===== src/rtl/grid_access_arbiter.sv =====
// grid_access_arbiter
// Round-robin access to the single-port grid cell RAM shared by the game FSM,
// the snack generator and the VGA renderer. (x,y) is flattened to y*GRID_X+x.
// Off-grid coordinates never reach the RAM: reads answer ROCK, writes are dropped.
// Build option: define GRID_CLEAR_SWEEP_EN to add a full-grid clear sweep after
// reset and on clear_req_i.
module grid_access_arbiter #(
    parameter int unsigned NUM_REQ = 3,
    parameter int unsigned GRID_X  = 32,
    parameter int unsigned GRID_Y  = 24,
    parameter int unsigned COORD_W = 5,
    parameter int unsigned ADDR_W  = 10
) (
    input  logic                       clk_i,
    input  logic                       rst_i,
    input  logic [NUM_REQ-1:0]         req_valid_i,
    input  logic [NUM_REQ-1:0]         req_we_i,
    input  logic [NUM_REQ*COORD_W-1:0] req_x_i,
    input  logic [NUM_REQ*COORD_W-1:0] req_y_i,
    input  logic [NUM_REQ*4-1:0]       req_wdata_i,
    output logic [NUM_REQ-1:0]         req_ready_o,
    output logic [NUM_REQ-1:0]         rsp_valid_o,
    output logic [3:0]                 rsp_rdata_o,
    output logic                       mem_en_o,
    output logic                       mem_we_o,
    output logic [ADDR_W-1:0]          mem_addr_o,
    output logic [3:0]                 mem_wdata_o,
    input  logic [3:0]                 mem_rdata_i,
    input  logic                       clear_req_i,
    output logic                       clear_busy_o,
    output logic                       oob_flag_o
);

    localparam int unsigned IDX_W     = (NUM_REQ > 1) ? $clog2(NUM_REQ) : 1;
    localparam int unsigned CELLS     = GRID_X * GRID_Y;
    localparam logic [3:0]  CELL_ROCK = 4'b0010;

    typedef enum logic [0:0] {
        ST_ARB   = 1'b0,
        ST_CLEAR = 1'b1
    } state_e;

    state_e              state_q, state_d;
    logic [ADDR_W-1:0]   clr_addr_q;
    logic [IDX_W-1:0]    last_q, last_d;
    logic [NUM_REQ-1:0]  rsp_valid_q, rsp_valid_d;
    logic                rsp_rock_q, rsp_rock_d;
    logic                oob_q, oob_d;

    logic                arb_en_c;
    logic                grant_c;
    logic [IDX_W-1:0]    win_c;
    logic [COORD_W-1:0]  win_x_c;
    logic [COORD_W-1:0]  win_y_c;
    logic                win_we_c;
    logic [3:0]          win_wdata_c;
    logic                win_inb_c;
    logic [ADDR_W-1:0]   win_addr_c;

    // Grants are only issued in ARB and never while reset is asserted.
    assign arb_en_c = !rst_i && (state_q == ST_ARB);

    // Round-robin search starting just after the last winner.
    always_comb begin
        grant_c = 1'b0;
        win_c   = last_q;
        for (int unsigned k = 1; k <= NUM_REQ; k++) begin
            if (!grant_c && req_valid_i[IDX_W'((32'(last_q) + k) % NUM_REQ)]) begin
                grant_c = 1'b1;
                win_c   = IDX_W'((32'(last_q) + k) % NUM_REQ);
            end
        end
        grant_c = grant_c & arb_en_c;
    end

    // Pick the winner's request fields and flatten its coordinates.
    always_comb begin
        win_x_c     = '0;
        win_y_c     = '0;
        win_we_c    = 1'b0;
        win_wdata_c = '0;
        for (int unsigned i = 0; i < NUM_REQ; i++) begin
            if (IDX_W'(i) == win_c) begin
                win_x_c     = req_x_i[i*COORD_W +: COORD_W];
                win_y_c     = req_y_i[i*COORD_W +: COORD_W];
                win_we_c    = req_we_i[i];
                win_wdata_c = req_wdata_i[i*4 +: 4];
            end
        end
        win_inb_c  = (32'(win_x_c) < GRID_X) && (32'(win_y_c) < GRID_Y);
        win_addr_c = ADDR_W'(32'(win_y_c) * GRID_X + 32'(win_x_c));
    end

`ifdef GRID_CLEAR_SWEEP_EN
    logic [ADDR_W-1:0] clr_addr_d;

    // FSM state register and sweep address; reset starts a sweep.
    always_ff @(posedge clk_i) begin
        if (rst_i) begin
            state_q    <= ST_CLEAR;
            clr_addr_q <= '0;
        end else begin
            state_q    <= state_d;
            clr_addr_q <= clr_addr_d;
        end
    end

    // Next state: clear_req in ARB starts a sweep, last cell returns to ARB.
    always_comb begin
        state_d    = state_q;
        clr_addr_d = '0;
        case (state_q)
            ST_ARB: begin
                if (clear_req_i) begin
                    state_d = ST_CLEAR;
                end
            end
            ST_CLEAR: begin
                if (32'(clr_addr_q) == CELLS - 1) begin
                    state_d = ST_ARB;
                end else begin
                    clr_addr_d = clr_addr_q + ADDR_W'(1);
                end
            end
            default: state_d = ST_ARB;
        endcase
    end

    assign clear_busy_o = (state_q == ST_CLEAR);
`else
    logic unused_clear_req;

    // FSM state register; without the sweep the arbiter is always in ARB.
    always_ff @(posedge clk_i) begin
        if (rst_i) begin
            state_q <= ST_ARB;
        end else begin
            state_q <= state_d;
        end
    end

    // Next state: nothing ever leaves ARB.
    always_comb begin
        state_d = ST_ARB;
    end

    assign clr_addr_q       = '0;
    assign clear_busy_o     = 1'b0;
    assign unused_clear_req = clear_req_i;
`endif

    // FSM outputs: sweep writes in CLEAR, grant and RAM access in ARB.
    always_comb begin
        req_ready_o = '0;
        mem_en_o    = 1'b0;
        mem_we_o    = 1'b0;
        mem_addr_o  = '0;
        mem_wdata_o = '0;
        if (!rst_i) begin
            if (state_q == ST_CLEAR) begin
                mem_en_o   = 1'b1;
                mem_we_o   = 1'b1;
                mem_addr_o = clr_addr_q;
            end else if (grant_c) begin
                req_ready_o[win_c] = 1'b1;
                if (win_inb_c) begin
                    mem_en_o    = 1'b1;
                    mem_we_o    = win_we_c;
                    mem_addr_o  = win_addr_c;
                    mem_wdata_o = win_wdata_c;
                end
            end
        end
    end

    // Next values for pointer, read-response pipeline and sticky off-grid flag.
    always_comb begin
        last_d      = last_q;
        rsp_valid_d = '0;
        rsp_rock_d  = 1'b0;
        oob_d       = oob_q;
        if (grant_c) begin
            last_d = win_c;
            if (!win_we_c) begin
                rsp_valid_d = NUM_REQ'(1) << win_c;
                rsp_rock_d  = !win_inb_c;
            end
            if (!win_inb_c) begin
                oob_d = 1'b1;
            end
        end
    end

    // Arbiter registers; reset drops any pending response.
    always_ff @(posedge clk_i) begin
        if (rst_i) begin
            last_q      <= IDX_W'(NUM_REQ - 1);
            rsp_valid_q <= '0;
            rsp_rock_q  <= 1'b0;
            oob_q       <= 1'b0;
        end else begin
            last_q      <= last_d;
            rsp_valid_q <= rsp_valid_d;
            rsp_rock_q  <= rsp_rock_d;
            oob_q       <= oob_d;
        end
    end

    // RAM data arrives the cycle after the grant, aligned with rsp_valid.
    assign rsp_valid_o = rsp_valid_q;
    assign rsp_rdata_o = (|rsp_valid_q) ? (rsp_rock_q ? CELL_ROCK : mem_rdata_i) : 4'b0000;
    assign oob_flag_o  = oob_q;

endmodule

===== config.mk =====
export PLATFORM = sky130hd
export DESIGN_NAME = grid_access_arbiter
export DESIGN_NICKNAME = d
export VERILOG_FILES = /design/src/rtl/grid_access_arbiter.sv
export SDC_FILE = /design/constraint.sdc
export NUM_CORES = 1
export LEC_CHECK = 0
export CELL_PAD_IN_SITES_DETAIL_PLACEMENT = 0
export CELL_PAD_IN_SITES_GLOBAL_PLACEMENT = 1
export CORE_MARGIN = 2
export CORE_UTILIZATION = 25
export DETAILED_ROUTE_END_ITERATION = 6
export HOLD_SLACK_MARGIN = 0.02
export PLACE_DENSITY = 0.81
export SLEW_MARGIN = 20
export SYNTH_ARGS = -nofsm -noshare
export SYNTH_HDL_FRONTEND = slang
export SYNTH_SLANG_ARGS = --single-unit

===== constraint.sdc =====
create_clock -name clk_i -period 3.6 [get_ports clk_i]
set_input_delay 0.72 -clock clk_i [delete_from_list [all_inputs] [get_ports clk_i]]
set_output_delay 0.72 -clock clk_i [all_outputs]
set_load 0.02 [all_outputs]

## After elaboration in Yosys (flattened, before gate mapping)

Index checks and enable logic that the tools add are counted.

- Flip-flop bits (word level): 7
- Input bits: 55
- Output and inout bits: 28
- Logic and storage cells: 76

- Add/sub/neg operators: 4
- Div/mod/pow operators: 3
- Order comparisons: 6
- Eq/ne operators: 2
- Shift operators: 1
- Muxes and demuxes: 42
- Bitwise gates (word level): 3
- Reductions and logical operators: 11

Operator list:

| operator | number |
|---|---|
| remainder unit 32 x 2 -> 32 bit (second input constant) | 3 |
| 2-to-1 mux 4 bit | 8 |
| 2-to-1 mux 10 bit | 3 |
| 2-to-1 mux 5 bit | 6 |
| 2-to-1 mux 1 bit | 16 |
| < comparator 2 x 3 -> 1 bit (second input constant) | 4 |
| adder 10 x 5 -> 10 bit | 1 |
| adder 2 x 2 -> 3 bit (second input constant) | 2 |
| binary-select mux 1 bit (select 2 bit) | 3 |
| 2-to-1 mux 2 bit | 3 |
| 2-to-1 mux 3 bit | 2 |
| OR reduction 3 bit | 2 |
| < comparator 5 bit (second input constant) | 1 |
| zero test 1 bit | 4 |
| adder 2 x 1 -> 3 bit (second input constant) | 1 |
| logical AND 1 bit | 3 |
| left shift 1 x 2 -> 3 bit (first input constant) | 1 |
| demux 1 bit (select 2 bit) | 1 |
| == test 1 x 2 -> 1 bit (first input constant) | 1 |
| == test 2 bit (first input constant) | 1 |
| greater-or-equal comparator 2 x 1 -> 1 bit (second input constant) | 1 |
| zero test 2 bit | 1 |
| inverter 1 bit | 2 |
| AND reduction 2 bit | 1 |
| bitwise AND 1 bit | 1 |

## Longest topological paths before layout

- Depth in word-level cells: 19
- Mapped depth: 11
- Gate-level depth less buffers: 8

## Worst setup path before layout

Ideal clock, no wire load.

- Kind: input-to-output
- Start point: input req_valid_i[0]
- End point: output mem_wdata_o[1]
- Arrival: 2.868 ns
- Required time: 2.880 ns
- Slack: 0.012 ns
- Cell stages on the path: 8
- Path buffers: 2
- Cells stage by stage: buf_4 > or3b_4 > a2111oi_4 > a41oi_2 > a2111oi_4 > buf_6 > nand2_1 > a211oi_1

- Longest elaborated chain between the ends: 17
- Elaborated cells between the ends (all ways): 30
- Those cells by class: 1 x order compare; 2 x eq/ne; 21 x mux; 1 x bitwise; 5 x reduce/logical

Ends and longest elaborated chain:

| element | RTL line | RTL |
|---|---|---|
| start: declaration | 16 | `input logic [NUM_REQ-1:0] req_valid_i,` |
| binary-select mux 1 bit (select 2 bit) | 68 | `if (!grant_c && req_valid_i[IDX_W'((32'(last_q) + k) % NUM_REQ)]) begin` |
| 2-to-1 mux 1 bit (not written as such) | 68 |  |
| 2-to-1 mux 1 bit | 68 |  |
| zero test 1 bit | 68 |  |
| logical AND 1 bit | 68 |  |
| 2-to-1 mux 1 bit | 68 |  |
| zero test 1 bit | 68 |  |
| logical AND 1 bit | 68 |  |
| 2-to-1 mux 2 bit | 68 |  |
| zero test 2 bit | 83 | `if (IDX_W'(i) == win_c) begin` |
| 2-to-1 mux 5 bit (3 in series) | 83 |  |
| < comparator 5 bit | 90 | `win_inb_c = (32'(win_x_c) < GRID_X) && (32'(win_y_c) < GRID_Y);` |
| 2-to-1 mux 4 bit | 166 | `if (win_inb_c) begin` |
| 2-to-1 mux 4 bit (*) | 164 | `end else if (grant_c) begin` |
| 2-to-1 mux 4 bit (*) | 159 | `if (!rst_i) begin` |
| end: declaration | 27 | `output logic [3:0] mem_wdata_o,` |

Mark *: on every way between the ends. The rest lies on a longest branch, timed or not. The select of a mux whose other input is x is not followed.

## Worst setup path after layout

- Start point: input req_valid_i[2]
- End point: output mem_we_o

- Longest elaborated chain between the ends: 17
- Elaborated cells between the ends (all ways): 30
- Those cells by class: 1 x order compare; 2 x eq/ne; 21 x mux; 1 x bitwise; 5 x reduce/logical

Ends and longest elaborated chain:

| element | RTL line | RTL |
|---|---|---|
| binary-select mux 1 bit (select 2 bit) | 68 |  |
| 2-to-1 mux 1 bit (not written as such) | 68 |  |
| 2-to-1 mux 1 bit | 68 |  |
| zero test 1 bit | 68 |  |
| logical AND 1 bit | 68 |  |
| 2-to-1 mux 1 bit | 68 |  |
| zero test 1 bit | 68 |  |
| logical AND 1 bit | 68 |  |
| 2-to-1 mux 2 bit | 68 |  |
| zero test 2 bit | 83 |  |
| 2-to-1 mux 5 bit (3 in series) | 83 |  |
| < comparator 5 bit | 90 |  |
| 2-to-1 mux 1 bit | 166 |  |
| 2-to-1 mux 1 bit (*) | 164 |  |
| 2-to-1 mux 1 bit (*) | 159 |  |
| end: declaration | 25 | `output logic mem_we_o,` |

Marked as above.

==> results.json <==
{
  "nets": 360,
  "yosysWarnings": 0,
  "post_drt_wl_per_cell_um": 13.6,
  "syn2layout_area_growth_pct": 107,
  "fin_ws_ns": 0.0128,
  "synthSimpleGateAreaFrac_pct": 27.6,
  "cts.clk_slew.worst_paths_ns": 0.04,
  "io_buffers": 80,
  "postRouteAntennaNets": 0,
  "final_cell_area_um2": 2740,
  "start_util_pct": 25.9,
  "final_util_pct": 53.6,
  "drv_slew": 0,
  "post-place-cells": 355,
  "status": "completed",
  "avgSynthCellArea_um2": 7.35,
  "ys_ff_latch": 7,
  "final.min_clock_period_ns": 3.59,
  "synth_top_area_cell": "dfxtp_1",
  "dieHeight_um": 76.7,
  "reg2regPathDepth": 10,
  "grt_pass1_wl_um": 7980,
  "synthAdderAreaFrac_pct": 2.65,
  "cts_buffers": 3,
  "grt_max_degree": 18,
  "fin_hold_ws_ns": 0.497,
  "postSynthCellCount": 180,
  "ir_drop_uv": 472,
  "muxShareOfSynthArea_pct": 1.51,
  "hp-class": "register to register",
  "dr_total_vias": 1798,
  "netlist_top_cells_area": "dfxtp_1, a211oi_2, a21boi_0",
  "ys_seq_area_share_pct": 10.6,
  "crit_path_max_fanout": 3,
  "clock-sinks": 7,
  "diodes": 0,
  "drc": 0,
  "worstPathRequired_ns": 2.88,
  "finalCritPeriodShare_pct": 99.6,
  "viasPerCell": 4.83,
  "place_hpwl_um": 3730,
  "p_per_area_nw_per_um2": 945,
  "die_area_um2": 5890,
  "dr.pass1.iters": 4,
  "synth_top_family_by_area": "compound AO/OA/AOI/OAI gates",
  "dp_slack_ns": -0.823,
  "power_mw": 2.59,
  "worstSetupEndpointType": "output port",
  "crit_path_start_kind": "primary input",
  "synthDistinctLibCells": 47,
  "crit_start": "req_valid_i[2]",
  "nFillCells": 513,
  "fin_skew_ns": 0.00115,
  "stdcell_count": 372,
  "crit_type": "primary input to output port",
  "syn-num-nets": 237,
  "worstSetupEndpoint": "mem_we_o",
  "synth_top_cell_area_share_pct": 10.6,
  "grt_usage_pct": 16.2,
  "die_w_um": 76.7,
  "rsz0062_at_grt": "yes",
  "post_dp_cell_area_um2": 2450,
  "cap_violations": 0,
  "cts_root_buffer": "clkbuf_8",
  "ff2ff_setup_slack_ns": 1.12,
  "grt_pass1_vias": 1788,
  "drt_iter0_markers": 49,
  "clockBufferDepth": 2,
  "cts_tree": "yes",
  "gp_congestion": 0.812,
  "worstReg2RegStart": "last_q[1]",
  "synth_edf_count": 0,
  "worstPathArrival_ns": 2.87,
  "synth_xor_area_share_pct": 0,
  "core_area_um2": 5110,
  "hold_viol": 0,
  "setup_tns_ns": 0,
  "fmax_ghz": 0.279,
  "final_cell_mix": "clkdlybuf4s50_1, buf_4, a21boi_0, o21ai_0, and3_1",
  "rows": 26,
  "ios": 83,
  "synth_compound_area_share_pct": 47.7,
  "clock_latency_ns": 0.22,
  "synthesis.area_um2": 1320,
  "reg2reg_to": "rsp_rock_q",
  "antenna_found_initial": 0,
  "setup_viol": 0,
  "grt-ovfl-total": 0,
  "synthArstFlopShare_pct": 0,
  "synthFlopType": "dfxtp_1",
  "finalWirelength_um": 5060,
  "p_leak_nw": 1.16,
  "htree_levels": 1,
  "layout-drive-gt1-share_pct": 40.1
}
[timing repair]
action	in CTS	in global routing
endpoints found under the setup margin	19	19
hold buffers	0	0
resized for setup	99	40
pin swaps	10	10
gates cloned	0	1
buffers inserted	7	5
[Yosys cell counts (all sizes together) (3+ instances only)]
cell / n
nand2: 20
o21ai: 16
a21boi: 15
and3: 15
a211oi: 12
buf: 12
nor2: 10
dfxtp: 7
inv: 7
a21oi: 6
nor3: 6
clkbuf: 5
a2111oi: 4
and2: 3
nand2b: 3
o211ai: 3
or3: 3
[how the worst min path moves through the flow]
stage	start	end	slack (ns)	depth (start not counted)
2_1_floorplan	oob_flag_o	oob_flag_o	0.56	2
3_3_place_gp	oob_flag_o	oob_flag_o	0.49	2
3_5_place_dp	oob_flag_o	oob_flag_o	0.49	2
4_1_cts	oob_flag_o	oob_flag_o	0.50	2
5_1_grt	oob_flag_o	oob_flag_o	0.53	2
6_report	oob_flag_o	oob_flag_o	0.50	2
[final cells by class]
| type | count | area, µm² | area share [%] |
|---|---|---|---|
| Timing Repair Buffer | 135 | 1230 | 44.9 |
| Inverter | 7 | 26.3 | 0.960 |
| Sequential cell | 7 | 141 | 5.17 |
| Tap cell | 70 | 87.6 | 3.20 |
| Clock buffer | 4 | 45.0 | 1.65 |
| Multi-Input combinational cell | 149 | 1210 | 44.1 |
[layer usage]
| metal | vias up | GRT usage, % | share of wire (%) |
|---|---|---|---|
| met3 | 8 | 4.35 | 6.7 |
| met1 | 809 | 19.1 | 42 |
| met2 | 67 | 28.1 | 50 |
| met4 | 0 | 5.82 | 1.7 |
| li1 | 914 | - | - |
| met5 | - | 0 | 0 |
[critical path, cell delays in order]
cell and delay, ns:
buf_6 0.09, or3b_4 0.41, a2111oi_4 0.32, a41oi_2 0.10, a2111oi_4 0.41, buf_4 0.20, buf_6 0.09, a22o_1 0.16
nor3b_4 0.21, buf_6 0.14
[cell families after synthesis]
family                     after synthesis
AOI/OAI and AO/OA                       73
and+or+nand+nor                         70
buffers and inverters                   24
DFF                                      7
adders and majority gates                3
muxes                                    2
other                                    1
[state kept, by name (all words and copies together), names as in the netlist]
| signal | count |
|---|---|
| rsp_valid_o | 3 |
| last_q | 2 |
| oob_flag_o | 1 |
| rsp_rock_q | 1 |
[where the power goes]
group	internal, mW	switching, mW
Combinational	1.19	1.17
Sequential	0.105	0.0171
Clock	0.0765	0.0324
Note: power is estimated with default switching activity, not from simulation.
